<file path="config.mk">
export PLATFORM = sky130hd
export DESIGN_NAME = m_irq_ctrl_flat
export DESIGN_NICKNAME = d
export VERILOG_FILES = /design/src/rtl/m_irq_ctrl_if.sv /design/src/rtl/m_irq_ctrl.sv /design/src/flat_wrapper.sv
export SDC_FILE = /design/constraint.sdc
export NUM_CORES = 1
export LEC_CHECK = 0
export ABC_AREA = 1
export CAP_MARGIN = 20
export CORE_MARGIN = 1.5
export CORE_UTILIZATION = 35
export DETAILED_ROUTE_END_ITERATION = 8
export PLACE_DENSITY = 0.68
export SYNTH_ARGS = -nofsm -noshare
export SYNTH_HDL_FRONTEND = slang
export SYNTH_SLANG_ARGS = --single-unit
</file>
<file path="constraint.sdc">
create_clock -name clk -period 9.9 [get_ports clk]
set_input_delay 0.99 -clock clk [delete_from_list [all_inputs] [get_ports clk]]
set_output_delay 0.99 -clock clk [all_outputs]
set_load 0.05 [all_outputs]
</file>
<file path="src/rtl/m_irq_ctrl_if.sv">
// m_irq_ctrl_if: register port and trap-handler request/ack bundle for m_irq_ctrl.
// Revision: 1.0
`default_nettype none

interface m_irq_ctrl_if;
  logic        bus_we;
  logic        bus_re;
  logic [1:0]  bus_addr;
  logic [63:0] bus_wdata;
  logic [63:0] bus_rdata;
  logic        bus_rvalid;
  logic        irq_en;
  logic [3:0]  irq_code;
  logic [63:0] irq_val;
  logic        irq_ack;

  modport master (
    output bus_we, bus_re, bus_addr, bus_wdata, irq_ack,
    input  bus_rdata, bus_rvalid, irq_en, irq_code, irq_val
  );

  modport slave (
    input  bus_we, bus_re, bus_addr, bus_wdata, irq_ack,
    output bus_rdata, bus_rvalid, irq_en, irq_code, irq_val
  );
endinterface

`default_nettype wire

</file>
<file path="src/rtl/m_irq_ctrl.sv">
// m_irq_ctrl: machine timer, msip and ext_irq sync, arbitrated into a trap request.
// Revision: 1.0
`default_nettype none

module m_irq_ctrl #(
  parameter int TIMER_DIV   = 1,
  parameter int SYNC_STAGES = 2
) (
  input  logic              clk,
  input  logic              rst,
  input  logic              ext_irq,
  input  logic [63:0]       mie,
  input  logic              mstatus_mie,
  m_irq_ctrl_if.slave       bus,
  output logic [63:0]       mip,
  output logic [63:0]       mtime_o
);

  localparam logic [15:0] PRESC_MAX = 16'(TIMER_DIV - 1);
  localparam logic [3:0]  CODE_MSI  = 4'd3;
  localparam logic [3:0]  CODE_MTI  = 4'd7;
  localparam logic [3:0]  CODE_MEI  = 4'd11;

  typedef enum logic [1:0] {
    IDLE = 2'd0,
    REQ  = 2'd1,
    COOL = 2'd2
  } state_t;

  logic [63:0]            mtime;
  logic [63:0]            mtimecmp;
  logic                   msip;
  logic [15:0]            presc;
  logic [SYNC_STAGES-1:0] sync;
  state_t                 state;

  logic wr_msip, wr_cmp, wr_time;
  logic cand_mei, cand_msi, cand_mti, any_cand;
  logic latched_live;

  assign wr_msip = bus.bus_we && (bus.bus_addr == 2'd0);
  assign wr_cmp  = bus.bus_we && (bus.bus_addr == 2'd1);
  assign wr_time = bus.bus_we && (bus.bus_addr == 2'd2);

  assign mtime_o     = mtime;
  assign bus.irq_val = '0;

  always_ff @(posedge clk or posedge rst) begin
    if (rst) begin
      mtime          <= '0;
      mtimecmp       <= '1;
      msip           <= 1'b0;
      presc          <= '0;
      sync           <= '0;
      mip            <= '0;
      bus.bus_rdata  <= '0;
      bus.bus_rvalid <= 1'b0;
    end else begin
      sync <= {sync[SYNC_STAGES-2:0], ext_irq};

      // A software write to mtime takes precedence over the tick and restarts the prescaler.
      if (wr_time) begin
        mtime <= bus.bus_wdata;
        presc <= '0;
      end else if (presc == PRESC_MAX) begin
        mtime <= mtime + 64'd1;
        presc <= '0;
      end else begin
        presc <= presc + 16'd1;
      end

      if (wr_msip) msip     <= bus.bus_wdata[0];
      if (wr_cmp)  mtimecmp <= bus.bus_wdata;

      bus.bus_rvalid <= bus.bus_re;
      if (bus.bus_re) begin
        case (bus.bus_addr)
          2'd0:    bus.bus_rdata <= {63'b0, msip};
          2'd1:    bus.bus_rdata <= mtimecmp;
          2'd2:    bus.bus_rdata <= mtime;
          default: bus.bus_rdata <= '0;
        endcase
      end

      mip <= {52'b0, sync[SYNC_STAGES-1], 3'b0, (mtime >= mtimecmp), 3'b0, msip, 3'b0};
    end
  end

  assign cand_mei = mip[11] & mie[11] & mstatus_mie;
  assign cand_msi = mip[3]  & mie[3]  & mstatus_mie;
  assign cand_mti = mip[7]  & mie[7]  & mstatus_mie;
  assign any_cand = cand_mei | cand_msi | cand_mti;

  always_comb begin
    latched_live = 1'b0;
    case (bus.irq_code)
      CODE_MEI: latched_live = cand_mei;
      CODE_MSI: latched_live = cand_msi;
      CODE_MTI: latched_live = cand_mti;
      default:  latched_live = 1'b0;
    endcase
  end

  always_ff @(posedge clk or posedge rst) begin
    if (rst) begin
      state        <= IDLE;
      bus.irq_en   <= 1'b0;
      bus.irq_code <= '0;
    end else begin
      case (state)
        IDLE: begin
          if (any_cand) begin
            bus.irq_en   <= 1'b1;
            bus.irq_code <= cand_mei ? CODE_MEI : (cand_msi ? CODE_MSI : CODE_MTI);
            state        <= REQ;
          end
        end
        REQ: begin
          // Ack beats withdrawal; the latched code is never re-arbitrated while held.
          if (bus.irq_ack) begin
            bus.irq_en <= 1'b0;
            state      <= COOL;
          end else if (!latched_live) begin
            bus.irq_en <= 1'b0;
            state      <= IDLE;
          end
        end
        COOL: begin
          bus.irq_en <= 1'b0;
          state      <= IDLE;
        end
        default: begin
          bus.irq_en <= 1'b0;
          state      <= IDLE;
        end
      endcase
    end
  end

  logic unused_mie;
  assign unused_mie = ^{mie[63:12], mie[10:8], mie[6:4], mie[2:0]};

endmodule

`default_nettype wire
</file>
<file path="src/flat_wrapper.sv">
// flat-port wrapper written by rule: the top's interface ports become plain ports
module m_irq_ctrl_flat 
#(
  parameter int TIMER_DIV   = 1,
  parameter int SYNC_STAGES = 2
)
  (clk, rst, ext_irq, mie, mstatus_mie, mip, mtime_o, bus_bus_we, bus_bus_re, bus_bus_addr, bus_bus_wdata, bus_irq_ack, bus_bus_rdata, bus_bus_rvalid, bus_irq_en, bus_irq_code, bus_irq_val);
  m_irq_ctrl_if bus_i ();
  input  logic clk;
  input  logic rst;
  input  logic ext_irq;
  input  logic [63:0] mie;
  input  logic mstatus_mie;
  output logic [63:0] mip;
  output logic [63:0] mtime_o;
  input wire logic [$bits(bus_i.bus_we)-1:0] bus_bus_we;
  input wire logic [$bits(bus_i.bus_re)-1:0] bus_bus_re;
  input wire logic [$bits(bus_i.bus_addr)-1:0] bus_bus_addr;
  input wire logic [$bits(bus_i.bus_wdata)-1:0] bus_bus_wdata;
  input wire logic [$bits(bus_i.irq_ack)-1:0] bus_irq_ack;
  output wire logic [$bits(bus_i.bus_rdata)-1:0] bus_bus_rdata;
  output wire logic [$bits(bus_i.bus_rvalid)-1:0] bus_bus_rvalid;
  output wire logic [$bits(bus_i.irq_en)-1:0] bus_irq_en;
  output wire logic [$bits(bus_i.irq_code)-1:0] bus_irq_code;
  output wire logic [$bits(bus_i.irq_val)-1:0] bus_irq_val;
  assign bus_i.bus_we = bus_bus_we;
  assign bus_i.bus_re = bus_bus_re;
  assign bus_i.bus_addr = bus_bus_addr;
  assign bus_i.bus_wdata = bus_bus_wdata;
  assign bus_i.irq_ack = bus_irq_ack;
  assign bus_bus_rdata = bus_i.bus_rdata;
  assign bus_bus_rvalid = bus_i.bus_rvalid;
  assign bus_irq_en = bus_i.irq_en;
  assign bus_irq_code = bus_i.irq_code;
  assign bus_irq_val = bus_i.irq_val;
  m_irq_ctrl #(.TIMER_DIV(TIMER_DIV), .SYNC_STAGES(SYNC_STAGES)) u_core (.clk(clk), .rst(rst), .ext_irq(ext_irq), .mie(mie), .mstatus_mie(mstatus_mie), .bus(bus_i), .mip(mip), .mtime_o(mtime_o));
endmodule
</file>
==> results.md <==
- The detailed placement HPWL is 33.1 mm.
- Yosys printed 0 warnings.
- The CTS root buffer is clkbuf_16.
- Among all stages on the critical path, the largest delay is contributed by inv_2.
- The count of input and output buffers is 212.
- During I/O placement, the number of pins put on the boundary was 399.
- Summed over all failing endpoints, the final setup total negative slack is 0 ns.
- The via count of the first global-routing pass is 12.5k.
- After the last flow step, the layout net total stands at 2412.
- The start point of the critical path is bus_bus_addr[1].
- The maximum count of clock buffers along a single path is 3.
- The number of antenna repair diodes is 0.
- The die area is 42500 µm².
- The transition time of the tightest slew-check pin is 0.905 ns.
- The setup slack of the critical path after layout is 6.24 ns.
- The total wire length after detailed routing is 43.9 mm.
- In this run the static leakage power is 0.00809 µW.
- Once the clock tree was built, the setup fixing pass inserted 0 buffers.
- TritonCTS built the clock tree.
- For met1 alone, demand over resource in global routing was 0.287.
- The floorplan has 74 rows.
- The detailed router placed 13.4k vias in this run.
- The part of the cycle the worst path needs is 0.370.
- The area growth from synthesis to layout is 20.5%.
- The minimum period implied by the final worst setup slack is 3.66 ns.
- For this configuration, the core starts out at a cell density of 0.355.
- The count of endpoints failing hold in the final timing report was 0.
- Of the cells placed in the final design, the portion with a size suffix greater than 1 is 0.0709.
- In this design, the critical path's most frequently occurring cell is inv_2.
- On the worst path, the slowest cell contributes a delay of 0.73 ns.
- The worst pin sits at a relative slew slack of 0.396.
- The largest delay contributor family on the critical path is buffers and inverters.
- The highest ir drop seen on vdd is 0.000115 V.
- The number of nets still failing antenna checks after routing is 0.
- Leaving out fill and tap cells, the most frequent cell in the layout is nand2_1.
- The number of unique standard cell types used by synthesis is 40.
- In this run the mean area of a mapped cell was 7.10 µm².
- Synthesis inferred 220 register bits.
- The fmax is 0.273 GHz.
- The power density over the cells is 242 nW/µm².
- The share of the Yosys chip area taken by registers is 0.387.
- For this run, global-route usage on met3 was measured as 0.0225.
- The CTS sink count is 220.
- In this run the number of H-tree levels came out at 1.
- The pre-antenna-repair detailed-routing pass consisted of 6 iterations.
- The overall overflow remaining after global route is 0.
- The kind of end point of the critical path is a flip-flop.
- The overall routing resource usage is 0.204.
- Buffers inserted during clock tree synthesis total 26.
- The path category of the worst min-delay check is reg2reg.
- The minimum setup slack after placement is 5.71 ns.
- Across the routed clock network, the largest skew measured is 0.0111 ns.
- In this run, placement finished with an instance count of 2711.
- The number of enable-type register cells in the synthesized netlist is 0.
- The later pin in the worst-skew pair is clocked with a latency of 0.54 ns.
- Counting flops with an async set or reset pin after synthesis yields a share of 1.00.
- Once layout is done, the placed cells without fillers occupy 17400 µm².
- Setup violations remaining at the end of the flow were counted as 0.
- The run finished with clean final reports.
- The most instantiated flip-flop cell in the synthesis netlist is dfrtp_1.
- The startpoint of the lowest-slack register-to-register path is u_core.presc[0]$_DFF_PP0_.
- The mapped netlist covers 14400 µm².
- The largest fanout on the critical path is 66.
- The chip width is 206 µm.
- The worst setup path is launched from an input port.
- The worst-case hold slack is 0.349 ns.
- The via density per instance is 4.84.
- The wire length of the first global-routing pass is 68.8 mm.
- After floorplanning, the core was sized to cover 40700 µm².
- Buffers inserted to repair hold after CTS numbered 0.
- In this run the most critical hold path is launched from u_core.sync[0]$_DFF_PP0_.
- Counting both buffers and inverters, the worst setup path holds a total of 5.
- In the routed design, unresolved DRC markers number 0.
- The count of pins over their slew limit is 0.
- Entering global routing, the biggest net connects 129 pins.
- The endpoint arrival time on the critical path is 4.05 ns.
- Leaving out fill and tap cells, the most frequent cells in the layout are 554 x nand2_1, 280 x nor2_1, 219 x inv_1, 211 x clkdlybuf4s50_1, 156 x dfrtp_1.
- In this run, post-CTS repair resized a total of 0 instances.
- Setup repair after global routing left no endpoint under its margin.
- The instance area at placement is 16500 µm².
- The kind of critical path is in2reg.
- The finished layout holds 2760 standard cells, fillers aside.
- Clock-pin slew was measured on the worst setup and hold paths at 0.06 ns.
- After global routing, the most crowded layer is met2.
- The count of mapped cells out of synthesis is 2033.
- At the end of routability-driven placement, the weighted congestion stood at 0.908.
- The global routing usage on met2 is 0.337.
- After detailed routing, the average wire length per cell comes to 15.9 µm.
- STA puts the critical path data required time at 10.29 ns.
- The floorplan step set the die height to 206 µm.
- The signal on the critical path passes through clkdlybuf4s50_1 > inv_2 > nor2_4 > nand2_2 > buf_4 > inv_2 > nor2_4 > inv_2 > o21ai_0 > nand2_1 > o21ai_0.
- The initial detailed-routing violation count is 944.
- The initial antenna violation count is 0.
- The max capacitance violation total is 0.
[kinds of logic (layout without fill, tap and decap cells)]
| logic type | Yosys count | count (layout) | synth area share |
|---|---|---|---|
| compound gates | 281 | 281 | 0.106 |
| xor+xnor | 15 | 15 | 0.00910 |
| fa+ha+maj | 67 | 67 | 0.0580 |
| buf+inv | 427 | 498 | 0.146 |
| flops | 220 | 220 | 0.387 |
| mux | 1 | 1 | 0.000780 |
| other cells | 1 | 125 | 0.000260 |
| simple gates | 1021 | 1021 | 0.293 |
[flip-flops by register name, summed over array words and instances (netlist names)]
name                   flops
u_core.bus.bus_rdata      64
u_core.bus.bus_rvalid      1
u_core.bus.irq_code        3
u_core.mip                 3
u_core.msip                1
u_core.mtime_o            64
u_core.mtimecmp           64
u_core.presc              16
u_core.state               2
u_core.sync                2
[layer usage]
metal	routed length [µm]	up-vias
met5	0	-
met4	668	0
met3	2450	50
met2	20600	409
met1	20100	6332
li1	-	6577
[final cells by class]
| type | instances | area [µm²] |
|---|---|---|
| flip-flops and latches | 220 | 5590 |
| well taps | 532 | 666 |
| multi-input cells | 1510 | 7240 |
| inverters | 230 | 871 |
| fillers | 4141 | 23300 |
| clock buffers | 40 | 744 |
| clock inverters | 8 | 98.8 |
| repair buffers | 220 | 2200 |
[synthesized netlist by cell type, drive strengths merged (4+ instances only)]
| cell type | instances | area (µm²) |
|---|---|---|
| nand4 | 20 | 125 |
| inv | 230 | 863 |
| nor4 | 4 | 25.0 |
| nand3b | 13 | 97.6 |
| nand3 | 88 | 450 |
| o22ai | 8 | 50.1 |
| clkbuf | 47 | 176 |
| dfrtp | 156 | 3900 |
| nor2 | 301 | 1220 |
| o21ai | 131 | 656 |
| o211ai | 6 | 45.0 |
| nand2 | 566 | 2160 |
| a21oi | 62 | 310 |
| dfstp | 64 | 1680 |
| xnor2 | 4 | 35.0 |
| ha | 67 | 838 |
| xor2 | 11 | 96.3 |
| buf | 150 | 1070 |
| a31oi | 66 | 413 |
| nor3 | 26 | 130 |
[per-stage QoR]
stage | util | power (µW)
after global routing | 0.427 | 4500
after floorplan | - | 2700
after global placement | 0.406 | 3230
final | 0.427 | 4220
after detailed placement | 0.406 | 3280
after CTS | 0.427 | 4250
[worst reg2reg max path: cells and delay by family (launching register included)]
kind / cells / cell delay, ns
fa+ha+maj: 1 / 0.19
buf+inv: 2 / 0.91
flops: 1 / 0.39
compound gates: 2 / 0.39
simple gates: 4 / 1.13
[power by group]
group / total, µW / leakage [µW] / switching [µW] / internal [µW]
Combinational: 1860 / 0.00510 / 1280 / 574
Clock: 955 / 0.000405 / 386 / 569
Sequential: 1410 / 0.00258 / 292 / 1110
Total: 4220 / 0.00809 / 1960 / 2260
[final timing paths]
| path | slack [ns] | end | cells past startpoint |
|---|---|---|---|
| max in group asynchronous | 6.88 | u_core.bus.bus_rdata[52]$_DFFE_PP0P_ | 4 |
| min in group asynchronous | 0.93 | u_core.bus.bus_rdata[16]$_DFFE_PP0P_ | 2 |
| worst max-delay path | 6.24 | u_core.mtime_o[48]$_DFFE_PP0P_ | 11 |
| worst min-delay path | 0.35 | u_core.sync[1]$_DFF_PP0_ | 0 |
| worst min register to register | 0.35 | u_core.sync[1]$_DFF_PP0_ | 0 |
| worst max register to register | 6.82 | u_core.presc[3]$_DFF_PP0_ | 9 |
No activity file was read; power rests on OpenSTA's default activity.
